**config.mk**
```make
export PLATFORM = sky130hd
export DESIGN_NAME = serial_adder
export DESIGN_NICKNAME = d
export VERILOG_FILES = /design/src/rtl/serial_adder_pkg.sv /design/src/rtl/fa_module.sv /design/src/rtl/serial_adder.sv
export SDC_FILE = /design/constraint.sdc
export NUM_CORES = 1
export LEC_CHECK = 0
export CAP_MARGIN = 40
export CORE_MARGIN = 4
export CORE_UTILIZATION = 35
export DETAILED_ROUTE_END_ITERATION = 16
export DONT_BUFFER_PORTS = 1
export GPL_ROUTABILITY_DRIVEN = 0
export GPL_TIMING_DRIVEN = 0
export PLACE_DENSITY = 0.46
export SKIP_CTS_REPAIR_TIMING = 1
export SYNTH_ARGS = -nofsm -noshare
export SYNTH_HDL_FRONTEND = slang
export SYNTH_HIERARCHICAL = 1
export SYNTH_SLANG_ARGS = --single-unit
export TNS_END_PERCENT = 5
```
**constraint.sdc**
```tcl
create_clock -name clk -period 1.65 [get_ports clk]
set_clock_uncertainty 0.05 [all_clocks]
set_input_delay 0.2475 -clock clk [delete_from_list [all_inputs] [get_ports clk]]
set_output_delay 0.2475 -clock clk [all_outputs]
set_load 0.03 [all_outputs]
```
**src/rtl/serial_adder_pkg.sv**
```systemverilog
// Shared definitions for the bit-serial adder: FSM state encoding.
package serial_adder_pkg;

    typedef enum logic [1:0] {
        IDLE = 2'd0,
        RUN  = 2'd1,
        DONE = 2'd2
    } state_t;

endpackage

```
**src/rtl/fa_module.sv**
```systemverilog
// One-bit full adder, the bit slice used by the serial adder.
module fa_module (
    input  logic a,
    input  logic b,
    input  logic ci,
    output logic s,
    output logic co
);

    assign s  = a ^ b ^ ci;
    assign co = (a & b) | (ci & (a ^ b));

endmodule

```
**src/rtl/serial_adder.sv**
```systemverilog
// Bit-serial adder: one full-adder slice processes one operand bit per clock,
// LSB first, and publishes {cout_o, sum_o} on a single-cycle done_o pulse.
module serial_adder
    import serial_adder_pkg::*;
#(
    parameter int WIDTH = 8
) (
    input  logic             clk,
    input  logic             rst_n,
    input  logic             start_i,
    input  logic [WIDTH-1:0] a_i,
    input  logic [WIDTH-1:0] b_i,
    input  logic             cin_i,
    output logic [WIDTH-1:0] sum_o,
    output logic             cout_o,
    output logic             busy_o,
    output logic             done_o
);

    localparam int CW = $clog2(WIDTH + 1);

    state_t           state;
    state_t           state_nxt;
    logic [WIDTH-1:0] a_sr;
    logic [WIDTH-1:0] b_sr;
    // Holds the sum bits already produced; the final bit is merged in on the last RUN edge.
    logic [WIDTH-2:0] sum_sr;
    logic [WIDTH-1:0] sum_shift;
    logic             carry;
    logic [CW-1:0]    count;
    logic             s_bit;
    logic             c_bit;
    logic             last;

    fa_module u_fa (
        .a  (a_sr[0]),
        .b  (b_sr[0]),
        .ci (carry),
        .s  (s_bit),
        .co (c_bit)
    );

    assign sum_shift = {s_bit, sum_sr};
    assign last      = (count == CW'(WIDTH - 1));
    assign busy_o    = (state != IDLE);
    assign done_o    = (state == DONE);

    always_comb begin
        state_nxt = state;
        unique case (state)
            IDLE:    if (start_i) state_nxt = RUN;
            RUN:     if (last)    state_nxt = DONE;
            DONE:    state_nxt = IDLE;
            default: state_nxt = IDLE;
        endcase
    end

    always_ff @(posedge clk) begin
        if (!rst_n) begin
            state  <= IDLE;
            a_sr   <= '0;
            b_sr   <= '0;
            sum_sr <= '0;
            carry  <= 1'b0;
            count  <= '0;
            sum_o  <= '0;
            cout_o <= 1'b0;
        end else begin
            state <= state_nxt;
            unique case (state)
                IDLE: begin
                    if (start_i) begin
                        a_sr   <= a_i;
                        b_sr   <= b_i;
                        carry  <= cin_i;
                        sum_sr <= '0;
                        count  <= '0;
                    end
                end
                RUN: begin
                    a_sr   <= a_sr >> 1;
                    b_sr   <= b_sr >> 1;
                    sum_sr <= sum_shift[WIDTH-1:1];
                    carry  <= c_bit;
                    count  <= count + CW'(1);
                    // Results are published on the same edge that enters DONE.
                    if (last) begin
                        sum_o  <= sum_shift;
                        cout_o <= c_bit;
                    end
                end
                default: begin
                end
            endcase
        end
    end

endmodule
```
-- Word level (Yosys, flattened, before mapping)
Cells that the tools add are included.
- add/subtract/negate cells: 1
- equality and inequality tests: 5
- mux-type cells: 13
- bitwise logic cells: 5
- reduce and logical (&&, ||, !) cells: 6
- operators by type and width (kind ; number):
    $pmux 8 s2 ; 2
    $mux 8 ; 2
    $pmux 7 s2 ; 1
    $pmux 4 s2 ; 1
    $mux 7 ; 1
    $reduce_and 2->1 ; 3
    $add 4x1->4 const B ; 1
    $eq 4x3->1 const B ; 1
    $mux 2 ; 2
    $mux 4 ; 1
    $ne 2x2->1 const B ; 2
    $pmux 2 s2 ; 1
    $reduce_bool 2->1 ; 2
    $and 1x1->1 ; 2
    $eq 2x1->1 const B ; 1
    $eq 2x2->1 const B ; 1
    $logic_not 2->1 ; 1
    $pmux 1 s2 ; 1
    $xor 1x1->1 ; 2
    $mux 1 ; 1
    $or 1x1->1 ; 1
- register bits: 39
- input bits: 20
- output and inout port bits: 11
- word-level logic and storage cells: 38

-- Longest topological paths before layout
Gate-level depths: netlist of the first run.
- depth after elaboration: 4
- depth in mapped cells: 5
- mapped depth without buffers: 4

-- Modules after synthesis
Netlist of the first run, hierarchy kept.
- modules (own cells, without submodules) (module ; times used ; cells an instance ; area each (µm²) ; sequential area each (µm²)):
    serial_adder ; 1 ; 174 ; 1635.3 ; 780.7
    fa_module ; 1 ; 1 ; 20.0 ; 0.0

-- Worst setup path before layout of the first run
OpenSTA, ideal clock, no wires.
- path kind: reg2reg
- start: register count[0]
- end: register cout_o
- library setup time: 0.072 ns
- data arrival time: 1.253 ns
- data required time: 1.528 ns
- path slack: 0.276 ns
- stages on the path, launching flop included: 6
- path buffers: 1
- clock period less this slack: 1.374 ns
- path through: dfxtp_1 -> ha_1 -> nand2_1 -> nor4b_1 -> buf_4 -> mux2i_1
- longest elaborated chain between the ends: 2
- RTL lines (element ; RTL line ; source):
    from (decl) ; serial_adder.sv:30 ; logic [CW-1:0] count;
    from (signal assigned) ; serial_adder.sv:85 ; count <= count + CW'(1);
    $eq 4x3->1 ; serial_adder.sv:44 ; assign last = (count == CW'(WIDTH - 1));
    $reduce_and 2->1 (no source line) ; - ;
    to (signal assigned) ; serial_adder.sv:89 ; cout_o <= c_bit;
    to (decl) ; serial_adder.sv:15 ; output logic cout_o,
No other way between the ends.
A chain may end at the register's enable or synchronous reset.

-- Worst setup path after layout of the first run
- start: register count[1]
- end: register sum_o[7]
- longest elaborated chain between the ends: 2
- RTL lines (element ; RTL line ; source):
    $eq 4x3->1 ; serial_adder.sv:44 ;
    $reduce_and 2->1 (no source line) ; - ;
    to (signal assigned) ; serial_adder.sv:88 ; sum_o <= sum_shift;
    to (decl) ; serial_adder.sv:14 ; output logic [WIDTH-1:0] sum_o,
No other way between the ends.

==> qor.yml, run 1 <==
clkLatencyLatePin_ps: 290
irDropWorstVdd_mv: 0.462
fin_crit_sh: 0.948
r2r-end: "sum_o[7]"
required_ps: 1820
vias: 1266
combPwrFrac: 0.086
die_w_um: 76.8
crit_fanout: 5
finalPower_mw: 1.85
async_reset_ff_frac: 0
reg2regPathDepth: 5
setup_violations: 0
drcViolationCount: 0
ant_nets: 0
synth_nets: 197
hold_violations: 0
leakage_nw: 0.696
portBuffers: 0
drtIter0Drc: 59
core-area_um2: 4470
p_clk_frac: 0.378
start_util: 0.370
grt_overflow: 0
ys_seq_area_frac: 0.472
worstHoldStart: "a_i[1]"
hp-class: "input pin to flop"
critPathKind: "flop to flop"
cts_tree: "done"
r2r_setup_slack_ps: 90
synth_common_cells: "nand2_1 (40), dfxtp_1 (39), a22o_1 (18)"
hpwl_um: 2580
yosysMostFrequentCell: "nand2_1"
dp_cells: 227
dieArea_um2: 5890
grt_use_total: 0.130
synth_area_leader_cell: "dfxtp_1"
drive_above_1_share: 0.141
synth_area_leaders: "dfxtp_1 (47%), a22o_1 (9.5%), nand2_1 (9.1%)"
final_cells: 236
syn-mean-instance-area_um2: 9.46
yosys_warnings: 6
power.share.sequential: 0.537
fin_crit_ps: 1560
regToRegStartpoint: "count[1]"
synth_ff_type: "dfxtp_1"
netlist_instances: 175
drv_slew: 0
netlist_area_um2: 1660
grt_pass1_vias: 1163
grt_max_degree: 12
worstSetupStartpointType: "flop"
drtPass1Iterations: 4
placed_cell_area_um2: 1720
timing.hold.ws_ps: 89.6
synth_cell_types: 32
detail_route.wirelength_um: 3680
hold_end: "a_sr[1]"
design_area_um2: 1860
die_height_um: 76.8
routedWlPerCell_um: 15.6
maxSlewHeadroom: 0.684
routed_via_density: 5.36
area_growth_pct: 12.3
grt_pass1_wl_um: 6000
p_sw_mw: 0.431
fin_setup_tns_ps: 0
fmax_mhz: 639
cts-buffers-inserted: 5
cp-end-kind: "flop"
holdPathStages: 2
worst_pin_slew_ps: 474
antenna_found_initial: 0
htreeDepth: 2
clk_pin_slew_ps: 70
rsz0062_at_grt: "no"
ys_seq_elements: 39
status: "finished, final reports clean"
worstPathArrival_ps: 1730
synth_top_area_share: 0.472
power_density_nw_per_um2: 996
swShare: 0.233
clock_path_buffers: 2
cts_sinks: 39
timing.max_cap.violations: 0
rows: 24
p_int_mw: 1.42
ioPinCount: 31
root_buffer: "clkbuf_8"
diodes: 0
finalNetCount: 205
synth_edf_count: 0
[cell families (layout without fill, tap and decap cells)]
logic type	after synthesis	in the layout	share of synthesized area
and+or+nand+nor	62	62	0.177
AOI/OAI and AO/OA	46	46	0.213
DFF	39	39	0.472
buffers and inverters	17	26	0.0642
muxes	9	9	0.0544
adders and majority gates	2	2	0.0197
[stage by stage]
stage | worst slack, ps | util
final | 85.2 | 0.416
after global placement | 145 | 0.385
after global routing | 4.66 | 0.416
after floorplan | 276 | -
after detailed placement | 86.5 | 0.385
after CTS | -169 | 0.407
[cell usage in the layout, fill, tap and decap left out, drive strengths merged]
cell     count
nand2       40
dfxtp       39
a22o        18
o21ai       12
buf         12
clkbuf      11
mux2i        9
nor2b        7
a22oi        4
o2bb2ai      4
inv          3
a21oi        3
nand3        3
nor2         2
nor3b        2
a32oi        2
and2         2
o21bai       1
and3b        1
a21boi       1
nor4b        1
and2b        1
o221a        1
or3b         1
nand4        1
nand2b       1
ha           1
fa           1
[registers in the layout (all words and copies together), names as in the netlist]
name	flops
a_sr	8
b_sr	8
carry	1
count	4
cout_o	1
state	2
sum_o	8
sum_sr	7
[worst max path at each step]
stage / from / endpoint / slack [ps] / cells past startpoint
after CTS: state[0] / done_o / -170 / 3
after floorplan: count[0] / cout_o / 280 / 5
after global routing: count[1] / sum_o[1] / 5 / 5
after global placement: state[0] / done_o / 140 / 3
final: count[1] / sum_o[7] / 90 / 5
after detailed placement: count[0] / sum_o[0] / 90 / 5
[worst max-delay path, cell delays in order (launching register included)]
cell and delay [ps]:
dfxtp_1 380, ha_2 210, nand2_1 110, nor4b_4 350, buf_4 220, mux2i_1 180
[final cells by class]
cell class,count,area (um^2)
multi-input combinational,119,793
timing repair buffer,1,7.51
buffer,14,100
clock buffer,8,100
sequential,39,782
tap,52,65.1
inverter,3,11.3
fill,456,2620
[power groups by stage]
stage / logic (mW) / clock network (mW) / registers [mW]
6_report: 0.159 / 0.699 / 0.994
5_1_grt: 0.178 / 0.774 / 0.998
4_1_cts: 0.159 / 0.727 / 0.993
3_3_place_gp: 0.157 / 0 / 1.01
2_1_floorplan: 0.123 / 0 / 1.01
3_5_place_dp: 0.159 / 0 / 1.01
[layer usage]
layer,part of all wire,GRT usage,vias to the layer above
met3,0.055,0.0632,4
li1,-,-,635
met2,0.44,0.176,27
met5,0,0,-
met1,0.50,0.181,600
met4,0.0049,0.0326,0
Note: power is estimated with default switching activity, not from simulation.
==> run 2, diff against run 1 <==
- CORE_UTILIZATION: 35 -> 27
- CTS_CLUSTER_DIAMETER: default -> 80
- PLACE_DENSITY: 0.46 -> 0.37
- SETUP_SLACK_MARGIN: default -> 0.02
==> qor.yml, run 2 (synthesized netlist as in run 1, its figures left out) <==
area_growth_pct: 11.4  # was 12.3%
multiInputGateArea_um2: 778  # was 793 um^2
maxSlewHeadroom: 0.660  # was 0.684
final_cell_mix: "nand2_1 (40), dfxtp_1 (37), a22o_1 (18)"  # was nand2_1 (40), dfxtp_1 (38), a22o_1 (18)
worstSetupStartpointType: "flop"  # unchanged
fin_crit_sh: 0.923  # was 0.948
fill_cells: 622  # was 456
p_clk_frac: 0.349  # was 0.378
root_buffer: "clkbuf_8"  # unchanged
holdPathStages: 2  # unchanged
seqCellArea_um2: 783  # was 782 um^2
cts-buffers-inserted: 5  # unchanged
setup_violations: 0  # unchanged
regToRegStartpoint: "count[0]"  # was count[1]
htreeDepth: 2  # unchanged
critPathKind: "flop to flop"  # unchanged
drv_slew: 0  # unchanged
reg.largest.list: "a_sr (8), b_sr (8), sum_o (8)"  # unchanged
hold_end: "a_sr[6]"  # was a_sr[1]
core-area_um2: 5920  # was 4470 um^2
ioPinCount: 31  # unchanged
portBuffers: 0  # unchanged
cts_tree: "done"  # unchanged
fin_ws_ps: 128  # was 85.2 ps
drtPass1Iterations: 4  # unchanged
clkLatencyLatePin_ps: 290  # about the same
drcViolationCount: 0  # unchanged
finalNetCount: 204  # was 205
p_sw_mw: 0.438  # was 0.431 mW
grt_pass1_vias: 1301  # was 1163
hold_violations: 0  # unchanged
power.share.sequential: 0.560  # was 0.537
cp-end-kind: "flop"  # unchanged
clk_pin_slew_ps: 80  # was 70 ps
clock_path_buffers: 2  # unchanged
dpl_worst_slack_ps: 114  # was 86.5 ps
combPwrFrac: 0.091  # was 0.086
grt_use_total: 0.115  # was 0.130
routedWlPerCell_um: 15.3  # was 15.6 um
hpwl_um: 2790  # was 2580 um
start_util: 0.280  # was 0.370
cts_sinks: 39  # unchanged
worstPathArrival_ps: 1690  # was 1730 ps
final_common_cell: "nand2_1"  # unchanged
die_w_um: 86.3  # was 76.8 um
grt_overflow: 0  # unchanged
dieArea_um2: 7450  # was 5890 um^2
drive_above_1_share: 0.131  # was 0.141
rows: 28  # was 24
fmax_mhz: 657  # was 639 MHz
antenna_found_initial: 0  # unchanged
drtIter0Drc: 36  # was 59
reg2regPathDepth: 5  # unchanged
required_ps: 1820  # about the same
rsz0062_at_grt: "no"  # unchanged
vias: 1258  # was 1266
detail_route.wirelength_um: 3940  # was 3680 um
routed_via_density: 4.88  # was 5.36
fin_crit_ps: 1520  # was 1560 ps
leakage_nw: 0.678  # was 0.696 nW
swShare: 0.247  # was 0.233
timing.max_cap.violations: 0  # unchanged
r2r-end: "sum_o[5]"  # was sum_o[7]
p_int_mw: 1.34  # was 1.42 mW
worst_pin_slew_ps: 511  # was 474 ps
worstHoldStart: "a_i[6]"  # was a_i[1]
grt_max_degree: 12  # unchanged
crit_fanout: 10  # was 5
ant_nets: 0  # unchanged
diodes: 0  # unchanged
grt_pass1_wl_um: 6610  # was 6000 um
final_util: 0.311  # was 0.416
status: "finished, final reports clean"  # unchanged
hp-class: "input pin to flop"  # unchanged
r2r_setup_slack_ps: 130  # was 90 ps
die_height_um: 86.3  # was 76.8 um
power_density_nw_per_um2: 962  # was 996 nW/um^2
irDropWorstVdd_mv: 0.285  # was 0.462 mV
-- run 2: critical path: stages, from the launching register on --
cell     delay (ps)
dfxtp_2         360
ha_2            190
nand2_1          70
nor4b_1         290
buf_4           280
mux2i_1         210
-- run 2: worst max-delay path by stage --
stage / startpoint / end
floorplan: count[0] / cout_o
detailed placement: count[0] / sum_o[5]
CTS: state[0] / done_o
global placement: state[0] / done_o
global route: count[0] / sum_o[5]
finish: count[0] / sum_o[5]
-- run 2: cell type report --
type	instances	area share
buffer	14	0.0522
sequential	39	0.425
inverter	3	0.00611
clock inverter	1	0.00271
clock buffer	7	0.0414
multi-input combinational	119	0.422
tap	75	0.0509
-- run 2: layer usage --
layer / global-route usage / up-vias / part of all wire
met3: 0.0418 / 8 / 0.056
met5: 0 / - / 0
met4: 0.0453 / 0 / 0.022
met1: 0.156 / 599 / 0.48
met2: 0.166 / 24 / 0.44
li1: - / 627 / -
-- run 2: power by group through the flow --
stage	logic [mW]	registers, mW	clock network, mW
4_1_cts	0.163	0.992	0.656
5_1_grt	0.183	0.998	0.703
6_report	0.161	0.993	0.619
3_5_place_dp	0.162	1.01	0
2_1_floorplan	0.123	1.01	0
3_3_place_gp	0.160	1.01	0
-- run 2: stage by stage --
step	power (mW)	cell area [um^2]	TNS [ps]	cells	hold slack [ps]
global route	1.88	1840	0	258	98.0
detailed placement	1.18	1750	0	250	387
global placement	1.17	1750	0	250	382
floorplan	1.13	1660	0	175	373
finish	1.77	1840	0	258	90.3
CTS	1.81	1830	-181	258	82.1
==> run 3, diff against run 2 <==
- CAP_MARGIN: 40 -> 25
- GPL_TIMING_DRIVEN: 0 -> default
==> qor.yml, run 3 (synthesized netlist as in run 1, its figures left out) <==
status: "finished, final reports clean"  # unchanged
cts-buffers-inserted: 5  # unchanged
antenna_found_initial: 0  # unchanged
timing.critical_path.to: "busy_o"  # was sum_o[5]
die_height_um: 86.3  # unchanged
regToRegStartpoint: "count[0]"  # unchanged
rows: 28  # unchanged
diodes: 0  # unchanged
irDropWorstVdd_mv: 0.419  # was 0.285 mV
holdPathStages: 1  # was 2
fin_crit_ps: 1490  # was 1520 ps
multiInputGateArea_um2: 777  # was 778 um^2
crit_start: "state[0]"  # was count[0]
critPathKind: "flop to output port"  # was flop to flop
ant_nets: 0  # unchanged
grt_max_degree: 31  # was 12
drive_above_1_share: 0.109  # was 0.131
core-area_um2: 5920  # unchanged
final_cell_mix: "nand2_1 (40), dfxtp_1 (39), a22o_1 (18)"  # was nand2_1 (40), dfxtp_1 (37), a22o_1 (18)
grt_pass1_vias: 1145  # was 1301
portBuffers: 0  # unchanged
r2r_setup_slack_ps: 160  # was 130 ps
reg.largest.list: "a_sr (8), b_sr (8), sum_o (8)"  # unchanged
fin_setup_tns_ps: 0  # unchanged
design_area_um2: 1830  # was 1840 um^2
rsz0062_at_grt: "no"  # unchanged
root_buffer: "clkbuf_8"  # unchanged
grt_pass1_wl_um: 5950  # was 6610 um
detail_route.wirelength_um: 3570  # was 3940 um
drv_slew: 0  # unchanged
finalPower_mw: 1.95  # was 1.77 mW
seqCellArea_um2: 781  # was 783 um^2
required_ps: 1350  # was 1820 ps
clk_pin_slew_ps: 80  # about the same
routed_via_density: 4.81  # was 4.88
dieArea_um2: 7450  # unchanged
maxSlewHeadroom: 0.680  # was 0.660
grt_use_total: 0.103  # was 0.115
area_growth_pct: 10.3  # was 11.4%
leakage_nw: 0.673  # was 0.678 nW
hold_violations: 0  # unchanged
finalNetCount: 196  # was 204
routedWlPerCell_um: 14.3  # was 15.3 um
htreeDepth: 2  # unchanged
placed_cell_area_um2: 1710  # was 1750 um^2
worst_pin_slew_ps: 478  # was 511 ps
worstSetupStartpointType: "flop"  # unchanged
final_common_cell: "nand2_1"  # unchanged
crit_fanout: 19  # was 10
timing.max_cap.violations: 0  # unchanged
cts_tree: "done"  # unchanged
reg2regPathDepth: 5  # unchanged
clock_path_buffers: 2  # unchanged
drcViolationCount: 0  # unchanged
ioPinCount: 31  # unchanged
start_util: 0.280  # unchanged
fill_cells: 606  # was 622
hp-class: "input pin to flop"  # unchanged
cts_sinks: 39  # unchanged
die_w_um: 86.3  # unchanged
fin_crit_sh: 0.902  # was 0.923
clkLatencyLatePin_ps: 280  # was 290 ps
worstPathArrival_ps: 1190  # was 1690 ps
drtIter0Drc: 64  # was 36
drtPass1Iterations: 4  # unchanged
fmax_mhz: 672  # was 657 MHz
vias: 1202  # was 1258
hpwl_um: 2370  # was 2790 um
power_density_nw_per_um2: 1070  # was 962 nW/um^2
r2r-end: "sum_o[6]"  # was sum_o[5]
cp-end-kind: "output port"  # was flop
setup_violations: 0  # unchanged
grt_overflow: 0  # unchanged
-- run 3: critical path, stage by stage, from the launching register on --
cell,delay (ps)
dfxtp_1,310
buf_4,190
nor2_1,170
inv_1,60
buf_4,160
-- run 3: per-stage QoR --
step	std cells	hold WS, ps	utilization	worst slack (ps)
final	250	41.1	0.308	161
after global routing	250	23.4	0.308	34.0
after CTS	250	22.0	0.308	117
after detailed placement	242	327	0.288	135
after global placement	242	327	0.288	182
after floorplan	175	373	-	276
-- run 3: report_power, final --
part / internal (mW) / leakage [nW] / switching (mW)
Combinational: 0.0580 / 0.294 / 0.0739
Clock: 0.489 / 0.0612 / 0.337
Sequential: 0.973 / 0.317 / 0.0201
-- run 3: routing by layer --
layer / global-route usage / up-vias / share of wire
li1: - / 608 / -
met2: 0.137 / 34 / 0.42
met1: 0.146 / 556 / 0.49
met5: 0 / - / 0
met3: 0.0418 / 4 / 0.077
met4: 0.0425 / 0 / 0.010
-- run 3: final cells by class --
| class | count | area share |
|---|---|---|
| clock buffer | 6 | 0.0452 |
| clock inverter | 2 | 0.0192 |
| sequential | 39 | 0.428 |
| tap | 75 | 0.0514 |
| multi-input combinational | 119 | 0.426 |
| inverter | 3 | 0.00617 |
| timing repair buffer | 6 | 0.0247 |
-- run 3: worst min-delay path by stage --
stage | to | slack, ps | startpoint
CTS | state[1] | 20 | rst_n
finish | state[1] | 40 | rst_n
detailed placement | state[1] | 330 | rst_n
floorplan | a_sr[1] | 370 | a_i[1]
global placement | state[1] | 330 | rst_n
global route | state[1] | 20 | rst_n
